[config.mk]
export PLATFORM = sky130hd
export DESIGN_NAME = ex_mem_register
export DESIGN_NICKNAME = d
export VERILOG_FILES = /design/src/rtl/ex_mem_register.sv
export SDC_FILE = /design/constraint.sdc
export NUM_CORES = 1
export LEC_CHECK = 0
export CAP_MARGIN = 20
export CORE_UTILIZATION = 29
export DETAILED_ROUTE_END_ITERATION = 6
export PLACE_DENSITY = 0.71
export SLEW_MARGIN = 20
export SYNTH_ARGS = -nofsm -noshare
export SYNTH_HDL_FRONTEND = slang
export SYNTH_SLANG_ARGS = --single-unit
export TNS_END_PERCENT = 100
[constraint.sdc]
create_clock -name clk -period 7.39 [get_ports clk]
set_input_delay 1.478 -clock clk [delete_from_list [all_inputs] [get_ports clk]]
set_output_delay 1.478 -clock clk [all_outputs]
set_load 0.03 [all_outputs]
[src/rtl/ex_mem_register.sv]
// EX/MEM pipeline register.
// Captures the execute-stage result and control bundle and presents it to the
// memory stage. A stall from MEM holds the contents. A flush turns the entry
// into a bubble by clearing the valid bit and every control bit, while the
// data fields keep their values. The block also drives the EX->EX forwarding
// bypass and load-use hazard detection, and counts the cycles MEM spends
// stalled on a valid instruction.
module ex_mem_register #(
  parameter int PERF_W = 16
) (
  input  logic              clk,
  input  logic              reset,
  input  logic              stall,
  input  logic              flush,
  input  logic              ex_valid,
  input  logic [31:0]       ex_alu_result,
  input  logic [31:0]       ex_write_data,
  input  logic [31:0]       ex_pc,
  input  logic [4:0]        ex_rd,
  input  logic [4:0]        ex_rs1,
  input  logic [4:0]        ex_rs2,
  input  logic              ex_is_load,
  input  logic              ex_is_store,
  input  logic              ex_is_write,
  input  logic              ex_load_unsigned,
  input  logic              ex_mov_rm,
  input  logic              ex_tlbwrite,
  input  logic              ex_iret,
  input  logic [1:0]        ex_mem_size,
  input  logic [31:0]       ex_rm_value,
  output logic              mem_valid,
  output logic [31:0]       mem_alu_result,
  output logic [31:0]       mem_write_data,
  output logic [31:0]       mem_pc,
  output logic [4:0]        mem_rd,
  output logic              mem_is_load,
  output logic              mem_is_store,
  output logic              mem_is_write,
  output logic              mem_load_unsigned,
  output logic              mem_mov_rm,
  output logic              mem_tlbwrite,
  output logic              mem_iret,
  output logic [1:0]        mem_mem_size,
  output logic [31:0]       mem_rm_value,
  output logic              fwd_en,
  output logic [4:0]        fwd_rd,
  output logic [31:0]       fwd_data,
  output logic              load_use_hazard,
  output logic [PERF_W-1:0] stall_count
);

  localparam logic [PERF_W-1:0] CNT_MAX = {PERF_W{1'b1}};
  localparam logic [PERF_W-1:0] CNT_ONE = {{(PERF_W-1){1'b0}}, 1'b1};

  logic rd_nonzero;

  // Valid bit and control bits: cleared by flush, held by stall. Control is
  // qualified with ex_valid so a bubble never carries a live control bit.
  always_ff @(posedge clk or posedge reset) begin
    if (reset) begin
      mem_valid         <= 1'b0;
      mem_is_load       <= 1'b0;
      mem_is_store      <= 1'b0;
      mem_is_write      <= 1'b0;
      mem_load_unsigned <= 1'b0;
      mem_mov_rm        <= 1'b0;
      mem_tlbwrite      <= 1'b0;
      mem_iret          <= 1'b0;
    end else if (flush) begin
      mem_valid         <= 1'b0;
      mem_is_load       <= 1'b0;
      mem_is_store      <= 1'b0;
      mem_is_write      <= 1'b0;
      mem_load_unsigned <= 1'b0;
      mem_mov_rm        <= 1'b0;
      mem_tlbwrite      <= 1'b0;
      mem_iret          <= 1'b0;
    end else if (!stall) begin
      mem_valid         <= ex_valid;
      mem_is_load       <= ex_is_load       & ex_valid;
      mem_is_store      <= ex_is_store      & ex_valid;
      mem_is_write      <= ex_is_write      & ex_valid;
      mem_load_unsigned <= ex_load_unsigned & ex_valid;
      mem_mov_rm        <= ex_mov_rm        & ex_valid;
      mem_tlbwrite      <= ex_tlbwrite      & ex_valid;
      mem_iret          <= ex_iret          & ex_valid;
    end
  end

  // Data fields: loaded only on an unstalled, unflushed edge; a flush leaves them as-is.
  always_ff @(posedge clk or posedge reset) begin
    if (reset) begin
      mem_alu_result <= '0;
      mem_write_data <= '0;
      mem_pc         <= '0;
      mem_rd         <= '0;
      mem_mem_size   <= '0;
      mem_rm_value   <= '0;
    end else if (!flush && !stall) begin
      mem_alu_result <= ex_alu_result;
      mem_write_data <= ex_write_data;
      mem_pc         <= ex_pc;
      mem_rd         <= ex_rd;
      mem_mem_size   <= ex_mem_size;
      mem_rm_value   <= ex_rm_value;
    end
  end

  // Saturating count of edges where a valid MEM instruction is held by a stall.
  always_ff @(posedge clk or posedge reset) begin
    if (reset) begin
      stall_count <= '0;
    end else if (stall && mem_valid && !flush && (stall_count != CNT_MAX)) begin
      stall_count <= stall_count + CNT_ONE;
    end
  end

  // Bypass and hazard outputs are combinational from the MEM copy and EX sources.
  always_comb begin
    rd_nonzero      = (mem_rd != 5'd0);
    fwd_en          = mem_valid & mem_is_write & ~mem_is_load & ~mem_mov_rm & rd_nonzero;
    fwd_rd          = mem_rd;
    fwd_data        = mem_alu_result;
    load_use_hazard = mem_valid & mem_is_load & rd_nonzero &
                      ((mem_rd == ex_rs1) | (mem_rd == ex_rs2));
  end

endmodule

==> tab_implementation.tex <==
\begin{tabular}{lr}
\hline
Metric & Value \\
\hline
\multicolumn{2}{l}{\textbf{Worst setup path}} \\
\quad Element type at the critical path end & primary output \\
\quad Crit-path cells & clkdlybuf4s50\_1 -> xor2\_1 -> nor3\_1 -> nand3\_1 -> a211oi\_1 -> clkdlybuf4s50\_1 \\
\quad Total buffers and inverters traversed by the critical path & 2 \\
\quad Category of cells accounting for the largest share of critical-path delay & buffers and inverters \\
\quad Critical Path Source Type & primary input \\
\quad CP dominant cell by count & clkdlybuf4s50\_1 \\
\quad Crit Path Category & in -> out \\
\quad Critical-path cell with the highest stage delay & clkdlybuf4s50\_1 \\
\quad WP data required & $\sim$5900 ps \\
\quad Crit path DAT & 3310 ps \\
\quad Critical path peak fanout & 1 \\
\quad Worst stage delay on the critical path & 710 ps \\
\multicolumn{2}{l}{\textbf{Timing}} \\
\quad Number of endpoints with negative hold slack in the final report & 0 \\
\quad Actual transition at the worst max-transition pin & 954 ps \\
\quad TNS Setup & 0 ps \\
\quad RSZ-0062 raised after global routing & no \\
\quad Final period util & 0.647 \\
\quad Final count of pins violating max slew & 0 \\
\quad Final setup skew & approximately 4.8 ps \\
\quad Final count of negative-setup-slack endpoints & 0 \\
\quad Worst max-slew margin expressed relative to the limit & 0.363 \\
\quad Highest Clock Rate & 0.209 GHz \\
\quad Min Clock Period, post-route & 4780 ps \\
\quad Final hold slack & 487 ps \\
\multicolumn{2}{l}{\textbf{Drt}} \\
\quad Overall via count from detail\_route & about 4700 \\
\quad Count of nets left with antenna violations after detail routing & 0 \\
\quad Average wire length per cell after detail routing & 16.5 um \\
\quad Post-route DRC violation count & 0 \\
\quad First drt pass iteration count & 6 \\
\quad Vias per std cell & 4.47 \\
\quad Number of violations reported at the end of detailed-routing iteration 0 & 176 \\
\quad Total length of routed wires & 17400 um \\
\multicolumn{2}{l}{\textbf{GRT}} \\
\quad Overflow left after global routing & 0 \\
\quad Initial antenna violation count & 0 \\
\quad Overall fraction of global-route tracks in use & 0.154 \\
\quad Number of global-route vias before repair & 5102 \\
\quad Maximum number of pins on one net before global-route repair & 107 \\
\quad First-pass GRT wire length & 27900 um \\
\multicolumn{2}{l}{\textbf{Power}} \\
\quad Power per cell area & 268 nW/um\^{}2 \\
\quad Worst IR drop on VDD & 0.000140 V \\
\quad P\_leak & roughly 0.0044 uW \\
\multicolumn{2}{l}{\textbf{Place}} \\
\quad Placed Area & 10100 sq um \\
\quad Total half-perimeter wirelength after legalization and detailed placement & 12800 um \\
\quad Quantity of I/O buffers inserted on ports & roughly 350 \\
\quad DP Cell Count & 1025 \\
\quad Final Wtd Congestion & 0.788 \\
\multicolumn{2}{l}{\textbf{Clocking}} \\
\quad Number of setup buffers added after CTS & 0 \\
\quad CTS hold repair buffers & 0 \\
\quad CTS H-tree lvls & 4 \\
\quad Latest clock arrival within the worst-skew pair & 410 ps \\
\quad Clock input transition at the sequential cells of the worst setup and hold paths & 60 ps \\
\quad Bufs on Longest Clock Path & 2 \\
\quad Clock Sinks & 159 \\
\quad CTS tree & yes \\
\quad Quantity of gates resized following cts & 0 \\
\quad Total clock buffers created by CTS & 17 \\
\quad Root Buffer Master & clkbuf\_16 \\
\multicolumn{2}{l}{\textbf{Synth}} \\
\quad Distinct cells, synth & 40 \\
\quad Cell area after synthesis & 6600 sq um \\
\quad Adder and majority gate portion of the synthesized area & 0.00189 \\
\quad Synth warn & 0 \\
\quad Count of mapped cells out of synthesis & 442 \\
\quad Post-Synth Simple-Gate Area & 0.0561 \\
\quad Post-synthesis average cell area & roughly 15 sq um \\
\quad Net count after synthesis & 600 \\
\quad Top flip-flop cell by instance count after synthesis & dfrtp\_1 \\
\quad Fraction of registers with async set/reset & 1.00 \\
\quad Number of flops mapped to enable cells by yosys & 0 \\
\quad Synthesized-area fraction occupied by xor and xnor cells & 0.0318 \\
\quad Multiplexer fraction of the synthesized cell area & 0.232 \\
\quad Dominant combinational cell family by area after synthesis & multiplexers \\
\quad Register bit count reported by yosys & between 150 and 200 \\
\quad Area fraction in compound gates after synthesis & 0.0165 \\
\quad Share of synthesized area occupied by flip-flops and latches & 0.603 \\
\multicolumn{2}{l}{\textbf{Cells and area}} \\
\quad Area growth from synthesis to layout & 63.0\% \\
\quad Commonest non-fill, non-tap cells in the layout & clkdlybuf4s50\_1, dfrtp\_1, mux2\_2, clkbuf\_16, mux2\_1 \\
\quad Layout Cell Area excl Fill & $\sim$11000 sq um \\
\quad Filler-free cell count of the finished design & 1054 \\
\quad Number of nets in the layout & 922 \\
\quad Fraction of layout instances using a drive strength above 1 & 0.216 \\
\quad Commonest non-fill, non-tap cell in the layout & clkdlybuf4s50\_1 \\
\quad Antenna diode instance count & 0 \\
\multicolumn{2}{l}{\textbf{Flow run}} \\
\quad Max cap viols & 0 \\
\multicolumn{2}{l}{\textbf{Die}} \\
\quad Core Box Area & about 22000 sq um \\
\quad Initial Util & 0.299 \\
\quad Total I/O pin count & approximately 360 \\
\quad Die W & 153 um \\
\quad Count of standard-cell rows & 54 \\
\quad Die Span Y & 153 um \\
\quad Overall die area & 23400 sq um \\
\multicolumn{2}{l}{\textbf{Hold path}} \\
\quad Classification of the worst-slack hold path & reg -> reg \\
\multicolumn{2}{l}{\textbf{Outcome}} \\
\quad Run status & finished, final reports clean \\
\hline
\end{tabular}
-- cell type report --
cell class	instances	area, sq um
clock buffers	17	425
clock inverters	12	186
fillers	1994	11300
inverters	2	12.5
multi-input cells	228	2240
flip-flops and latches	159	3980
well taps	280	350
repair buffers	356	3570
-- worst reg2reg max path: cells and delay by family, from the launching register on --
kind / cells / cell delay [ps]
DFF: 1 / 420
muxes: 1 / 280
and+or+nand+nor: 3 / 580
adders and majority gates: 1 / 280
-- state kept, by name, summed over array words and instances (netlist names), 2 cells and up --
signal	cells
fwd_data	32
mem_pc	32
mem_rm_value	32
mem_write_data	32
stall_count	16
fwd_rd	5
mem_mem_size	2
-- layer usage --
metal  share of wire  global-route usage
met1            0.39               0.173
met2            0.50               0.265
met3           0.089              0.0618
met4           0.016              0.0510
met5               0                   0
-- final timing paths --
| check | slack, ps | cells after the start | start | end |
|---|---|---|---|---|
| min reg2reg | 490 | 1 | mem_rm_value[29]$_DFFE_PP0P_ | mem_rm_value[29]$_DFFE_PP0P_ |
| max reg2reg | 5720 | 5 | stall_count[0]$_DFFE_PP0P_ | stall_count[1]$_DFFE_PP0P_ |
| min | 490 | 1 | mem_rm_value[29]$_DFFE_PP0P_ | mem_rm_value[29]$_DFFE_PP0P_ |
| max | 2610 | 6 | ex_rs1[0] | load_use_hazard |
| min in group asynchronous | 1590 | 2 | reset | mem_pc[27]$_DFFE_PP0P_ |
| max in group asynchronous | 4380 | 3 | reset | fwd_data[30]$_DFFE_PP0P_ |
-- kinds of logic after synthesis --
family / Yosys count
AO/OA/AOI/OAI: 15
XOR/XNOR: 24
adder cells (fa/ha/maj): 1
buffers and inverters: 55
flip-flops: 159
multiplexers: 136
AND/OR/NAND/NOR: 52
-- synthesized netlist by cell type (2+ instances only) --
cell | count | area share
and2_4 | 2 | 0.0027
mux2_2 | 119 | 0.20
and4_2 | 2 | 0.0030
inv_1 | 2 | 0.0011
nor2_1 | 10 | 0.0057
nand4_4 | 2 | 0.0064
buf_6 | 2 | 0.0034
xnor2_1 | 14 | 0.019
mux2_1 | 16 | 0.027
buf_4 | 41 | 0.047
nor3_1 | 2 | 0.0015
nand4_1 | 4 | 0.0038
and3_1 | 2 | 0.0019
and3_2 | 2 | 0.0023
nand2_1 | 6 | 0.0034
xor2_1 | 10 | 0.013
a21oi_1 | 3 | 0.0023
nand3_1 | 9 | 0.0068
buf_2 | 10 | 0.0076
a22oi_1 | 6 | 0.0068
dfrtp_1 | 159 | 0.60
-- where the power goes --
part           total, uW  internal [uW]  switching, uW
clock                928            564            364
sequential          1070            989           82.7
combinational        883            422            460
total               2880           1980            907
-- stage by stage --
step	total power [uW]	setup WS, ps	util
after floorplan	1580	1620	-
after global placement	1970	2660	0.459
after detailed placement	1980	2640	0.459
after CTS	2930	2620	0.487
after global routing	3010	2450	0.487
final	2880	2610	0.487
Note: power is estimated with default switching activity, not from simulation.
